[src/rtl/booth_mul_arbiter.sv]
// Round-robin arbiter that shares one radix-4 Booth multiplier core among N_REQ requesters.
// Each operation has a watchdog timeout, and each result is returned through a valid/ready response port.
module booth_mul_arbiter #(
   parameter int N_REQ   = 4,
   parameter int WIDTH_M = 8,
   parameter int WIDTH_R = 8,
   parameter int TIMEOUT = 64
) (
   input  logic                         clk,
   input  logic                         rstn,
   input  logic [N_REQ-1:0]             req_vld,
   output logic [N_REQ-1:0]             req_rdy,
   input  logic [N_REQ*WIDTH_M-1:0]     req_a,
   input  logic [N_REQ*WIDTH_R-1:0]     req_b,
   output logic                         rsp_vld,
   input  logic                         rsp_rdy,
   output logic [$clog2(N_REQ)-1:0]     rsp_id,
   output logic [WIDTH_M+WIDTH_R-1:0]   rsp_data,
   output logic                         rsp_err,
   output logic                         mul_vld,
   output logic [WIDTH_M-1:0]           mul_a,
   output logic [WIDTH_R-1:0]           mul_b,
   input  logic [WIDTH_M+WIDTH_R-1:0]   mul_p,
   input  logic                         mul_done,
   output logic                         busy
);

   localparam int ID_W  = $clog2(N_REQ);
   localparam int P_W   = WIDTH_M + WIDTH_R;
   localparam int CNT_W = $clog2(TIMEOUT + 1);
   localparam logic [ID_W:0]    N_REQ_V = (ID_W+1)'(N_REQ);
   localparam logic [CNT_W-1:0] TO_LAST = CNT_W'(TIMEOUT - 1);

   typedef enum logic [1:0] {IDLE, BUSY, RESP} state_t;

   state_t             state_reg, state_next;
   logic [ID_W-1:0]    last_grant_reg, last_grant_next;
   logic [ID_W-1:0]    rsp_id_reg, rsp_id_next;
   logic [P_W-1:0]     rsp_data_reg, rsp_data_next;
   logic               rsp_err_reg, rsp_err_next;
   logic [WIDTH_M-1:0] mul_a_reg, mul_a_next;
   logic [WIDTH_R-1:0] mul_b_reg, mul_b_next;
   logic [CNT_W-1:0]   cnt_reg, cnt_next;

   logic [ID_W-1:0]    cand_idx [N_REQ];
   logic [N_REQ-1:0]   cand_vld;
   logic               grant_found;
   logic [ID_W-1:0]    grant_idx;

   // Candidate gi is the requester at distance gi+1 from the last grant.
   for (genvar gi = 0; gi < N_REQ; gi++) begin : g_cand
      logic [ID_W:0] sum;
      assign sum          = {1'b0, last_grant_reg} + (ID_W+1)'(gi + 1);
      assign cand_idx[gi] = ID_W'((sum >= N_REQ_V) ? sum - N_REQ_V : sum);
      assign cand_vld[gi] = req_vld[cand_idx[gi]];
   end

   always_comb begin
      grant_found = 1'b0;
      grant_idx   = '0;
      for (int i = N_REQ - 1; i >= 0; i--) begin
         if (cand_vld[i]) begin
            grant_found = 1'b1;
            grant_idx   = cand_idx[i];
         end
      end
   end

   always_comb begin
      req_rdy = '0;
      if (rstn && state_reg == IDLE && grant_found)
         req_rdy[grant_idx] = 1'b1;
   end

   always_comb begin
      state_next      = state_reg;
      last_grant_next = last_grant_reg;
      rsp_id_next     = rsp_id_reg;
      rsp_data_next   = rsp_data_reg;
      rsp_err_next    = rsp_err_reg;
      mul_a_next      = mul_a_reg;
      mul_b_next      = mul_b_reg;
      cnt_next        = cnt_reg;
      case (state_reg)
         IDLE: begin
            if (grant_found) begin
               mul_a_next      = req_a[grant_idx*WIDTH_M +: WIDTH_M];
               mul_b_next      = req_b[grant_idx*WIDTH_R +: WIDTH_R];
               rsp_id_next     = grant_idx;
               last_grant_next = grant_idx;
               cnt_next        = '0;
               state_next      = BUSY;
            end
         end
         BUSY: begin
            cnt_next = cnt_reg + 1'b1;
            // A completion on the final watchdog cycle still counts as success.
            if (mul_done) begin
               rsp_data_next = mul_p;
               rsp_err_next  = 1'b0;
               state_next    = RESP;
            end else if (cnt_reg == TO_LAST) begin
               rsp_data_next = '0;
               rsp_err_next  = 1'b1;
               state_next    = RESP;
            end
         end
         RESP: begin
            if (rsp_rdy)
               state_next = IDLE;
         end
         default: state_next = IDLE;
      endcase
   end

   always_ff @(posedge clk or negedge rstn) begin
      if (!rstn) begin
         state_reg      <= IDLE;
         last_grant_reg <= ID_W'(N_REQ - 1);
         rsp_id_reg     <= '0;
         rsp_data_reg   <= '0;
         rsp_err_reg    <= 1'b0;
         mul_a_reg      <= '0;
         mul_b_reg      <= '0;
         cnt_reg        <= '0;
      end else begin
         state_reg      <= state_next;
         last_grant_reg <= last_grant_next;
         rsp_id_reg     <= rsp_id_next;
         rsp_data_reg   <= rsp_data_next;
         rsp_err_reg    <= rsp_err_next;
         mul_a_reg      <= mul_a_next;
         mul_b_reg      <= mul_b_next;
         cnt_reg        <= cnt_next;
      end
   end

   assign rsp_vld  = (state_reg == RESP);
   assign mul_vld  = (state_reg == BUSY);
   assign busy     = (state_reg != IDLE);
   assign rsp_id   = rsp_id_reg;
   assign rsp_data = rsp_data_reg;
   assign rsp_err  = rsp_err_reg;
   assign mul_a    = mul_a_reg;
   assign mul_b    = mul_b_reg;

endmodule

[config.mk]
export PLATFORM = sky130hd
export DESIGN_NAME = booth_mul_arbiter
export DESIGN_NICKNAME = d
export VERILOG_FILES = /design/src/rtl/booth_mul_arbiter.sv
export SDC_FILE = /design/constraint.sdc
export NUM_CORES = 1
export LEC_CHECK = 0
export CAP_MARGIN = 20
export CORE_MARGIN = 1.5
export CORE_UTILIZATION = 40
export DETAILED_ROUTE_END_ITERATION = 16
export PLACE_DENSITY = 0.81
export SKIP_CTS_REPAIR_TIMING = 1
export SLEW_MARGIN = 20
export SYNTH_ARGS = -nofsm -noshare
export SYNTH_HDL_FRONTEND = slang
export SYNTH_SLANG_ARGS = --single-unit
[constraint.sdc]
create_clock -name clk -period 2.1 [get_ports clk]
set_input_delay 0.315 -clock clk [delete_from_list [all_inputs] [get_ports clk]]
set_output_delay 0.315 -clock clk [all_outputs]
set_load 0.05 [all_outputs]
==> results of run 1 <==
==> per-stage QoR <==
step / hold slack [ns] / worst slack (ns) / TNS (ns) / instance area, um^2
6_report: 0.1464 / -0.1780 / -0.5591 / 4368
2_1_floorplan: 0.01941 / -0.06455 / -0.1103 / 2596
5_1_grt: 0.1818 / -0.2385 / -1.060 / 4368
3_5_place_dp: 0.4906 / -0.2928 / -5.404 / 4143
4_1_cts: 0.1600 / -0.3071 / -1.250 / 4253
3_3_place_gp: 0.4776 / -0.2703 / -4.015 / 4143
==> power breakdown <==
| part | switching (mW) | internal, mW | total, mW |
|---|---|---|---|
| Sequential | 0.252 | 1.29 | 1.55 |
| Clock | 0.307 | 0.355 | 0.662 |
| Combinational | 2.74 | 1.83 | 4.56 |
==> placed cells by master (no fill, tap or decap), types with 2 or more instances in the layout <==
master	netlist	final
dfstp_2	2	2
o21ai_0	10	10
dfrtp_1	44	44
nand2_1	10	9
nand2b_1	4	3
buf_12	0	8
a22o_1	16	16
dlymetal6s2s_1	0	4
o31a_1	16	16
a2111oi_1	0	2
a211oi_1	16	16
mux2i_1	17	17
clkdlybuf4s50_1	0	119
a2111oi_4	0	5
nor2_1	32	32
buf_4	2	27
nand3_1	3	3
clkbuf_8	0	5
a2111oi_2	7	2
inv_1	2	2
a2111oi_0	9	7
nor3_4	1	5
==> worst max path at each step <==
stage	start	endpoint	slack (ns)	cells past startpoint
after global placement	req_vld[1]	mul_b[6]	-0.27	7
final	last_grant_reg[1]	req_rdy[2]	-0.18	5
after floorplan	last_grant_reg[1]	req_rdy[0]	-0.06	6
after detailed placement	req_vld[1]	mul_b[0]	-0.29	8
after CTS	last_grant_reg[1]	req_rdy[0]	-0.31	5
after global routing	last_grant_reg[1]	req_rdy[2]	-0.24	5
==> metal layers <==
layer  track usage  share of wire
met1        0.3170           0.41
met2        0.3927           0.52
met3       0.03736          0.048
met4       0.08305          0.018
met5             0              0
==> cell type report <==
class / instances / area share
Multi-Input combinational cell: 168 / 0.3182
Sequential cell: 46 / 0.2641
Tap cell: 75 / 0.02148
Clock inverter: 2 / 0.008594
Clock buffer: 6 / 0.01661
Inverter: 3 / 0.002578
Timing Repair Buffer: 159 / 0.3684
==> worst reg2reg max path, stage by stage (launching register included) <==
cell and delay, ns:
dfstp_2 0.59, buf_4 0.15, a21boi_4 0.24, nor3_4 0.08, buf_12 0.17, buf_12 0.14
a2111oi_1 0.52, a211oi_1 0.12
==> cells by family after synthesis <==
family                   count (synthesis)  share of synthesized area
AO/OA/AOI/OAI                           86                     0.2990
AND/OR/NAND/NOR                         63                     0.1206
flip-flops                              46                     0.4594
buffers and inverters                   21                    0.04484
multiplexers                            17                    0.06776
XOR/XNOR                                 1                   0.003488
adder cells (fa/ha/maj)                  1                   0.004982
==> flow_metrics.env, run 1 <==
export IMPL_status="finished with violations"
export IMPL_violations="negative setup slack"
export IMPL_synthTopCellsByArea="dfrtp_1 44%, mux2i_1 6.8%, a22o_1 5.6%"
export IMPL_drtIter0Drc=91
export IMPL_ff2ff_path_depth=7
export IMPL_synth_flop_cell="dfrtp_1"
export IMPL_vias_per_cell=5.627
export IMPL_timing_rr_end="mul_b[0]"
export IMPL_max_freq_ghz=0.4390
export IMPL_drive_above_1_share=0.1849
export IMPL_fillers=437
export IMPL_peakVddDrop_uv=1166
export IMPL_antenna_found_initial=0
export IMPL_path_class="register to primary output"
export IMPL_synth_top_area_frac=0.4385
export IMPL_required_ns=1.78
export IMPL_start_util=0.4192
export IMPL_io_pin_count=130
export IMPL_final_util=0.7291
export IMPL_cts_sinks=46
export IMPL_core_mm2=0.005991
export IMPL_rr_startpoint="last_grant_reg[1]"
export IMPL_fin_crit_sh=1.085
export IMPL_multiInputGateArea_mm2=0.001390
export IMPL_skew_ns=0.007468
export IMPL_path_max_fanout=8
export IMPL_io_buffers=129
export IMPL_tritoncts="yes"
export IMPL_crit_buf_inv=1
export IMPL_synth_avg_cell_area_um2=10.69
export IMPL_powerDensity_mw_per_mm2=1551
export IMPL_die_w_um=82.24
export IMPL_yosysMostFrequentCell="dfrtp_1"
export IMPL_slowest_delay_ns=0.59
export IMPL_setup_viol=5
export IMPL_async_flop_share=1.000
export IMPL_dr_pass1_iters=4
export IMPL_hold_class="primary input to asynchronous set/reset pin"
export IMPL_min_period_ns=2.278
export IMPL_synth_distinct_cells=44
export IMPL_routedWlPerCell_um=17.77
export IMPL_dp_cells=447
export IMPL_grt_max_degree=47
export IMPL_totalWireLength_mm=8.155
export IMPL_postSynthCellCount=235
export IMPL_worstMarginPinSlew_ns=0.6026
export IMPL_finalHoldViolCount=0
export IMPL_yosys_warnings=0
export IMPL_drc=0
export IMPL_hpwl_mm=5.987
export IMPL_slew_headroom=0.5983
export IMPL_grt_usage=0.2384
export IMPL_vias=2583
export IMPL_first_global_vias=2426
export IMPL_path_clk_slew_ns=0.09
export IMPL_reg2reg_slack_ns=-0.06
export IMPL_synthesis_nets=324
export IMPL_power_total_mw=6.773
export IMPL_clockBufferDepth=2
export IMPL_clk_latency_ns=0.30
export IMPL_crit_chain="a21boi_2, o21ba_4, a211o_4, nor3_4, buf_12"
export IMPL_cts_max_level=2
export IMPL_area_delta_synth_final_pct=73.94
export IMPL_die_height_um=82.24
export IMPL_largest_reg_flops=16
export IMPL_nets=472
export IMPL_grt_pass1_wl_mm=12.15
export IMPL_ys_seq_area_frac=0.4594
export IMPL_arrival_ns=1.96
export IMPL_slew_viol_final=0
export IMPL_rows=28
export IMPL_synth_top_area_cell="dfrtp_1"
export IMPL_grt_overflow_total=0
export IMPL_crit_slowest_cell="dfstp_2"
export IMPL_ys_ff_latch=46
export IMPL_rsz0062_at_grt="true"
export IMPL_synth_edff_count=0
export IMPL_p_leak_nw=1.785
export IMPL_register_area_mm2=0.001154
export IMPL_n_antenna_cell=0
export IMPL_synth_area_mm2=0.002511
export IMPL_dieArea_mm2=0.006763
export IMPL_layout_setup_ws_ns=-0.1780
export IMPL_synth_top_cells_by_count="44 x dfrtp_1, 32 x nor2_1, 17 x mux2i_1"
export IMPL_ant_nets=0
export IMPL_cts_buffers=5
export IMPL_cp_start_kind="register"
export IMPL_gp_congestion=0.8135
export IMPL_maxCapViolCount=0
export IMPL_critPathCaptureType="primary output"
export IMPL_cts_root_buffer="clkbuf_8"
export IMPL_crit_family="compound AO/OA/AOI/OAI gates"
export IMPL_final_cells=459
Note: power is estimated with default switching activity, not from simulation.
==> run 2, diff against run 1 <==
--- a/config.mk
+++ b/config.mk
@@ -10,6 +10,7 @@
 export CORE_UTILIZATION = 40
 export DETAILED_ROUTE_END_ITERATION = 16
 export PLACE_DENSITY = 0.81
+export SETUP_SLACK_MARGIN = 0.5
 export SKIP_CTS_REPAIR_TIMING = 1
 export SLEW_MARGIN = 20
 export SYNTH_ARGS = -nofsm -noshare
==> run 2 against run 1 <==
The flow still finishes with violations (negative setup slack). Sequential share of layout area decreased by 2.2 points. Cell count up 4.1%. Count of clock-buffer cells in the layout decreased by 1. Global-route usage rose by 0.79 points. Core utilization rose by 6.6 points.
==> flow_metrics.env, run 2 (synthesized netlist as in run 1, its figures left out) <==
export IMPL_drive_above_1_share=0.2730
export IMPL_drc=0
export IMPL_worstMarginPinSlew_ns=0.5989
export IMPL_status="finished with violations"
export IMPL_crit_family="compound AO/OA/AOI/OAI gates"
export IMPL_grt_pass1_wl_mm=12.49
export IMPL_layout_common_cells="84 x clkdlybuf4s50_1, 44 x dfrtp_1, 40 x buf_4, 37 x dlymetal6s2s_1, 28 x nor2_1"
export IMPL_die_height_um=82.24
export IMPL_slew_viol_final=0
export IMPL_fillers=360
export IMPL_path_clk_slew_ns=0.10
export IMPL_io_pin_count=130
export IMPL_totalWireLength_mm=9.295
export IMPL_crit_chain="a21boi_1, o21ba_2, a211o_4, nor3_4, buf_12"
export IMPL_rsz0062_at_grt="true"
export IMPL_grt_usage=0.2463
export IMPL_min_period_ns=2.291
export IMPL_drtIter0Drc=85
export IMPL_area_delta_synth_final_pct=89.69
export IMPL_p_leak_nw=2.206
export IMPL_dr_pass1_iters=4
export IMPL_mostFrequentLayoutCell="clkdlybuf4s50_1"
export IMPL_slew_headroom=0.6007
export IMPL_hpwl_mm=6.138
export IMPL_rows=28
export IMPL_slowest_delay_ns=0.57
export IMPL_cts_sinks=46
export IMPL_core_mm2=0.005991
export IMPL_path_max_fanout=5
export IMPL_cts_max_level=2
export IMPL_reg2reg_slack_ns=-0.02
export IMPL_gp_congestion=0.7916
export IMPL_antenna_found_initial=0
export IMPL_skew_ns=0.008647
export IMPL_violations="negative setup slack"
export IMPL_n_antenna_cell=0
export IMPL_required_ns=1.78
export IMPL_timing_setup_tns_ns=-0.4989
export IMPL_die_w_um=82.24
export IMPL_fin_crit_sh=1.091
export IMPL_start_util=0.4192
export IMPL_routedWlPerCell_um=19.45
export IMPL_crit_buf_inv=1
export IMPL_nets=491
export IMPL_clk_latency_ns=0.31
export IMPL_cp_start_kind="register"
export IMPL_max_freq_ghz=0.4364
export IMPL_hold_class="primary input to asynchronous set/reset pin"
export IMPL_finalHoldViolCount=0
export IMPL_grt_overflow_total=0
export IMPL_tritoncts="yes"
export IMPL_cts_buffers=5
export IMPL_ant_nets=0
export IMPL_crit_slowest_cell="dfstp_2"
export IMPL_vias=2651
export IMPL_largest_reg_flops=16
export IMPL_critPathCaptureType="primary output"
export IMPL_layout_setup_ws_ns=-0.1915
export IMPL_maxCapViolCount=0
export IMPL_grt_max_degree=47
export IMPL_vias_per_cell=5.546
export IMPL_power_total_mw=7.221
export IMPL_path_class="register to primary output"
export IMPL_first_global_vias=2562
export IMPL_setup_viol=5
export IMPL_clockBufferDepth=2
export IMPL_peakVddDrop_uv=934.4
export IMPL_arrival_ns=1.98
export IMPL_dieArea_mm2=0.006763
export IMPL_cts_root_buffer="clkbuf_8"
export IMPL_finalHoldWorstSlack_ns=0.1404
export IMPL_io_buffers=129
export IMPL_powerDensity_mw_per_mm2=1516
-- run 2: final cells by class --
class / count / area, um^2 / area share
clock buffer: 5 / 68.82 / 0.01445
clock inverter: 3 / 21.27 / 0.004465
inverter: 3 / 16.27 / 0.003415
multi-input combinational: 168 / 1577 / 0.3310
sequential: 46 / 1154 / 0.2422
tap: 75 / 93.84 / 0.01970
timing repair buffer: 178 / 1833 / 0.3848
-- run 2: final timing paths --
path / startpoint / endpoint / cells after the start
max: last_grant_reg[1] / req_rdy[2] / 5
min: rstn / cnt_reg[1] / 2
max reg2reg: last_grant_reg[0] / mul_a[7] / 7
min reg2reg: rsp_id[0] / rsp_id[0] / 2
max in group asynchronous: rstn / rsp_data[2] / 2
min in group clk: rsp_id[0] / rsp_id[0] / 2
-- run 2: layer usage --
layer,share of wire,GRT usage
met1,0.40,0.3161
met2,0.54,0.4049
met3,0.041,0.04835
met4,0.028,0.1000
met5,0,0
-- run 2: per-stage QoR --
step / setup WS (ns) / util / area, um^2 / std cells
after global routing: -0.2524 / 0.7951 / 4763 / 478
after global placement: -0.2410 / 0.7022 / 4207 / 456
after detailed placement: -0.3698 / 0.7022 / 4207 / 456
final: -0.1915 / 0.7951 / 4763 / 478
after CTS: -0.2854 / 0.7172 / 4297 / 464
after floorplan: -0.06455 / - / 2633 / 235
-- run 2: where the power goes --
group / internal, mW / leakage [nW] / switching, mW
clock network: 0.235 / 0.0441 / 0.341
logic: 2.08 / 1.61 / 3.03
registers: 1.29 / 0.554 / 0.244
total: 3.61 / 2.21 / 3.62
==> run 3, diff against run 2 <==
--- a/config.mk
+++ b/config.mk
@@ -7,9 +7,10 @@
 export LEC_CHECK = 0
 export CAP_MARGIN = 20
 export CORE_MARGIN = 1.5
-export CORE_UTILIZATION = 40
+export CORE_UTILIZATION = 41
+export CTS_BUF_LIST = sky130_fd_sc_hd__clkbuf_8
 export DETAILED_ROUTE_END_ITERATION = 16
-export PLACE_DENSITY = 0.81
+export PLACE_DENSITY = 0.83
 export SETUP_SLACK_MARGIN = 0.5
 export SKIP_CTS_REPAIR_TIMING = 1
 export SLEW_MARGIN = 20
==> run 3 against run 2 <==
First-iteration DRC count increased by 140%. Die area decreased by 2.4%. Cell count increased by 0.42%. Critical path depth unchanged. Core utilization increased by 2.4 points. Maximum frequency increased by 0.25%. Flip-flop and latch count unchanged. Wire length increased by 3.0%. Power increased by 2.2%. Combinational power increased by 1%. Critical path type unchanged. Sequential share of layout area decreased by 0.42 points. The flow still finishes with violations (negative setup slack).
==> flow_metrics.env, run 3 (synthesized netlist as in run 1, its figures left out) <==
export IMPL_status="finished with violations"
export IMPL_violations="negative setup slack"
export IMPL_cts_root_buffer="clkbuf_8"
export IMPL_mostFrequentLayoutCell="clkdlybuf4s50_1"
export IMPL_power_total_mw=7.382
export IMPL_layout_common_cells="83 x clkdlybuf4s50_1, 44 x dfrtp_1, 39 x buf_4, 38 x dlymetal6s2s_1, 28 x nor2_1"
export IMPL_rsz0062_at_grt="true"
export IMPL_grt_busiest_layer="met2"
export IMPL_io_buffers=129
export IMPL_setup_viol=10
export IMPL_drive_above_1_share=0.2889
export IMPL_fin_crit_sh=1.088
export IMPL_gp_congestion=0.8010
export IMPL_drc=0
export IMPL_grt_usage=0.2387
export IMPL_register_area_mm2=0.001154
export IMPL_peakVddDrop_uv=877.7
export IMPL_required_ns=1.78
export IMPL_p_int_mw=3.749
export IMPL_power_frac_comb=0.699
export IMPL_dr_pass1_iters=5
export IMPL_antenna_found_initial=0
export IMPL_cts_max_level=2
export IMPL_vias=2784
export IMPL_timing_setup_tns_ns=-0.7779
export IMPL_maxCapViolCount=0
export IMPL_arrival_ns=1.97
export IMPL_io_pin_count=130
export IMPL_slew_viol_final=0
export IMPL_clk_latency_ns=0.31
export IMPL_p_sw_frac=0.4921
export IMPL_multiInputGateArea_mm2=0.001605
export IMPL_die_w_um=81.26
export IMPL_totalWireLength_mm=9.575
export IMPL_dieArea_mm2=0.006603
export IMPL_core_mm2=0.005921
export IMPL_power_frac_clock=0.091
export IMPL_power_switching_mw=3.633
export IMPL_dp_cells=449
export IMPL_drtIter0Drc=201
export IMPL_skew_ns=0.005398
export IMPL_max_freq_ghz=0.4375
export IMPL_grt_met3_usage=0.04270
export IMPL_vias_per_cell=5.800
export IMPL_path_max_fanout=5
export IMPL_fillers=314
export IMPL_critPathCaptureType="primary output"
export IMPL_tritoncts="yes"
export IMPL_use_met2=0.3992
export IMPL_largest_reg_flops=16
export IMPL_path_clk_slew_ns=0.09
export IMPL_cts_sinks=46
export IMPL_rows=28
export IMPL_cp_start_kind="register"
export IMPL_hold_class="primary input to asynchronous set/reset pin"
export IMPL_slew_headroom=0.5885
export IMPL_grt_max_degree=47
export IMPL_min_period_ns=2.286
export IMPL_worstMarginPinSlew_ns=0.6172
export IMPL_ant_nets=0
export IMPL_start_util=0.4241
export IMPL_routedWlPerCell_um=19.95
export IMPL_grt_overflow_total=0
export IMPL_clockBufferDepth=2
export IMPL_final_cells=480
export IMPL_nets=493
export IMPL_layout_setup_ws_ns=-0.1857
export IMPL_path_class="register to primary output"
export IMPL_hpwl_mm=5.963
export IMPL_first_global_vias=2523
export IMPL_seq_power_share=0.210
export IMPL_powerDensity_mw_per_mm2=1523
export IMPL_die_height_um=81.26
export IMPL_area_delta_synth_final_pct=93.02
export IMPL_met1_usage=0.3022
export IMPL_grt_pass1_wl_mm=11.95
export IMPL_cts_buffers=5
export IMPL_finalHoldViolCount=0
export IMPL_final_util=0.8187
export IMPL_n_antenna_cell=0
export IMPL_p_leak_nw=2.253
[run 3: cell types whose count changed in the layout (fill, tap and decap cells not counted), moves of 2 or more]
cell       change
a211oi_1       -3
a2111oi_1      -2
a2111oi_4      -2
buf_12         +2
a2111oi_0      +3
a211oi_2       +3
[run 3: critical path: stages (launching register included)]
cell	delay, ns
dfstp_2	0.61
a21boi_2	0.07
o21ba_4	0.24
a211o_4	0.35
nor3_4	0.22
buf_12	0.16
[run 3: metrics by stage]
step	hold slack, ns	worst slack, ns	instance area (um^2)
final	0.1523	-0.1857	4847
after global routing	0.2026	-0.2484	4847
after CTS	0.1676	-0.2851	4264
after detailed placement	0.4839	-0.4278	4154
after global placement	0.4791	-0.3196	4154
after floorplan	0.01941	-0.06455	2633
[run 3: area by class of cell]
cell class / count / area share
clock inverter: 3 / 0.008518
inverter: 3 / 0.003356
multi-input combinational: 169 / 0.3312
sequential: 46 / 0.2380
timing repair buffer: 179 / 0.3854
tap: 75 / 0.01936
clock buffer: 5 / 0.01420
[run 3: path summary, 6_finish.rpt]
path / cells after the start / end / from / slack [ns]
worst max-delay path: 5 / req_rdy[2] / last_grant_reg[1] / -0.19
max in group asynchronous: 2 / rsp_err / rstn / 1.53
worst max register to register: 8 / mul_a[3] / last_grant_reg[1] / -0.06
min in group clk: 1 / rsp_data[9] / rsp_data[9] / 0.51
worst min register to register: 1 / rsp_data[9] / rsp_data[9] / 0.51
worst min-delay path: 2 / mul_b[3] / rstn / 0.15
[run 3: power groups by stage]
stage / sequential, mW / combinational (mW) / clock [mW]
2_1_floorplan: 2.62 / 1.82 / 0
3_3_place_gp: 1.55 / 4.26 / 0
3_5_place_dp: 1.56 / 4.33 / 0
4_1_cts: 1.55 / 4.34 / 0.681
5_1_grt: 1.59 / 5.39 / 0.719
6_report: 1.55 / 5.16 / 0.672
[run 3: routing by layer]
layer  share of wire  vias to the layer above
met5               0                        -
met4           0.027                        0
met3           0.049                       27
met2            0.53                      124
met1            0.39                     1392
li1                -                     1241
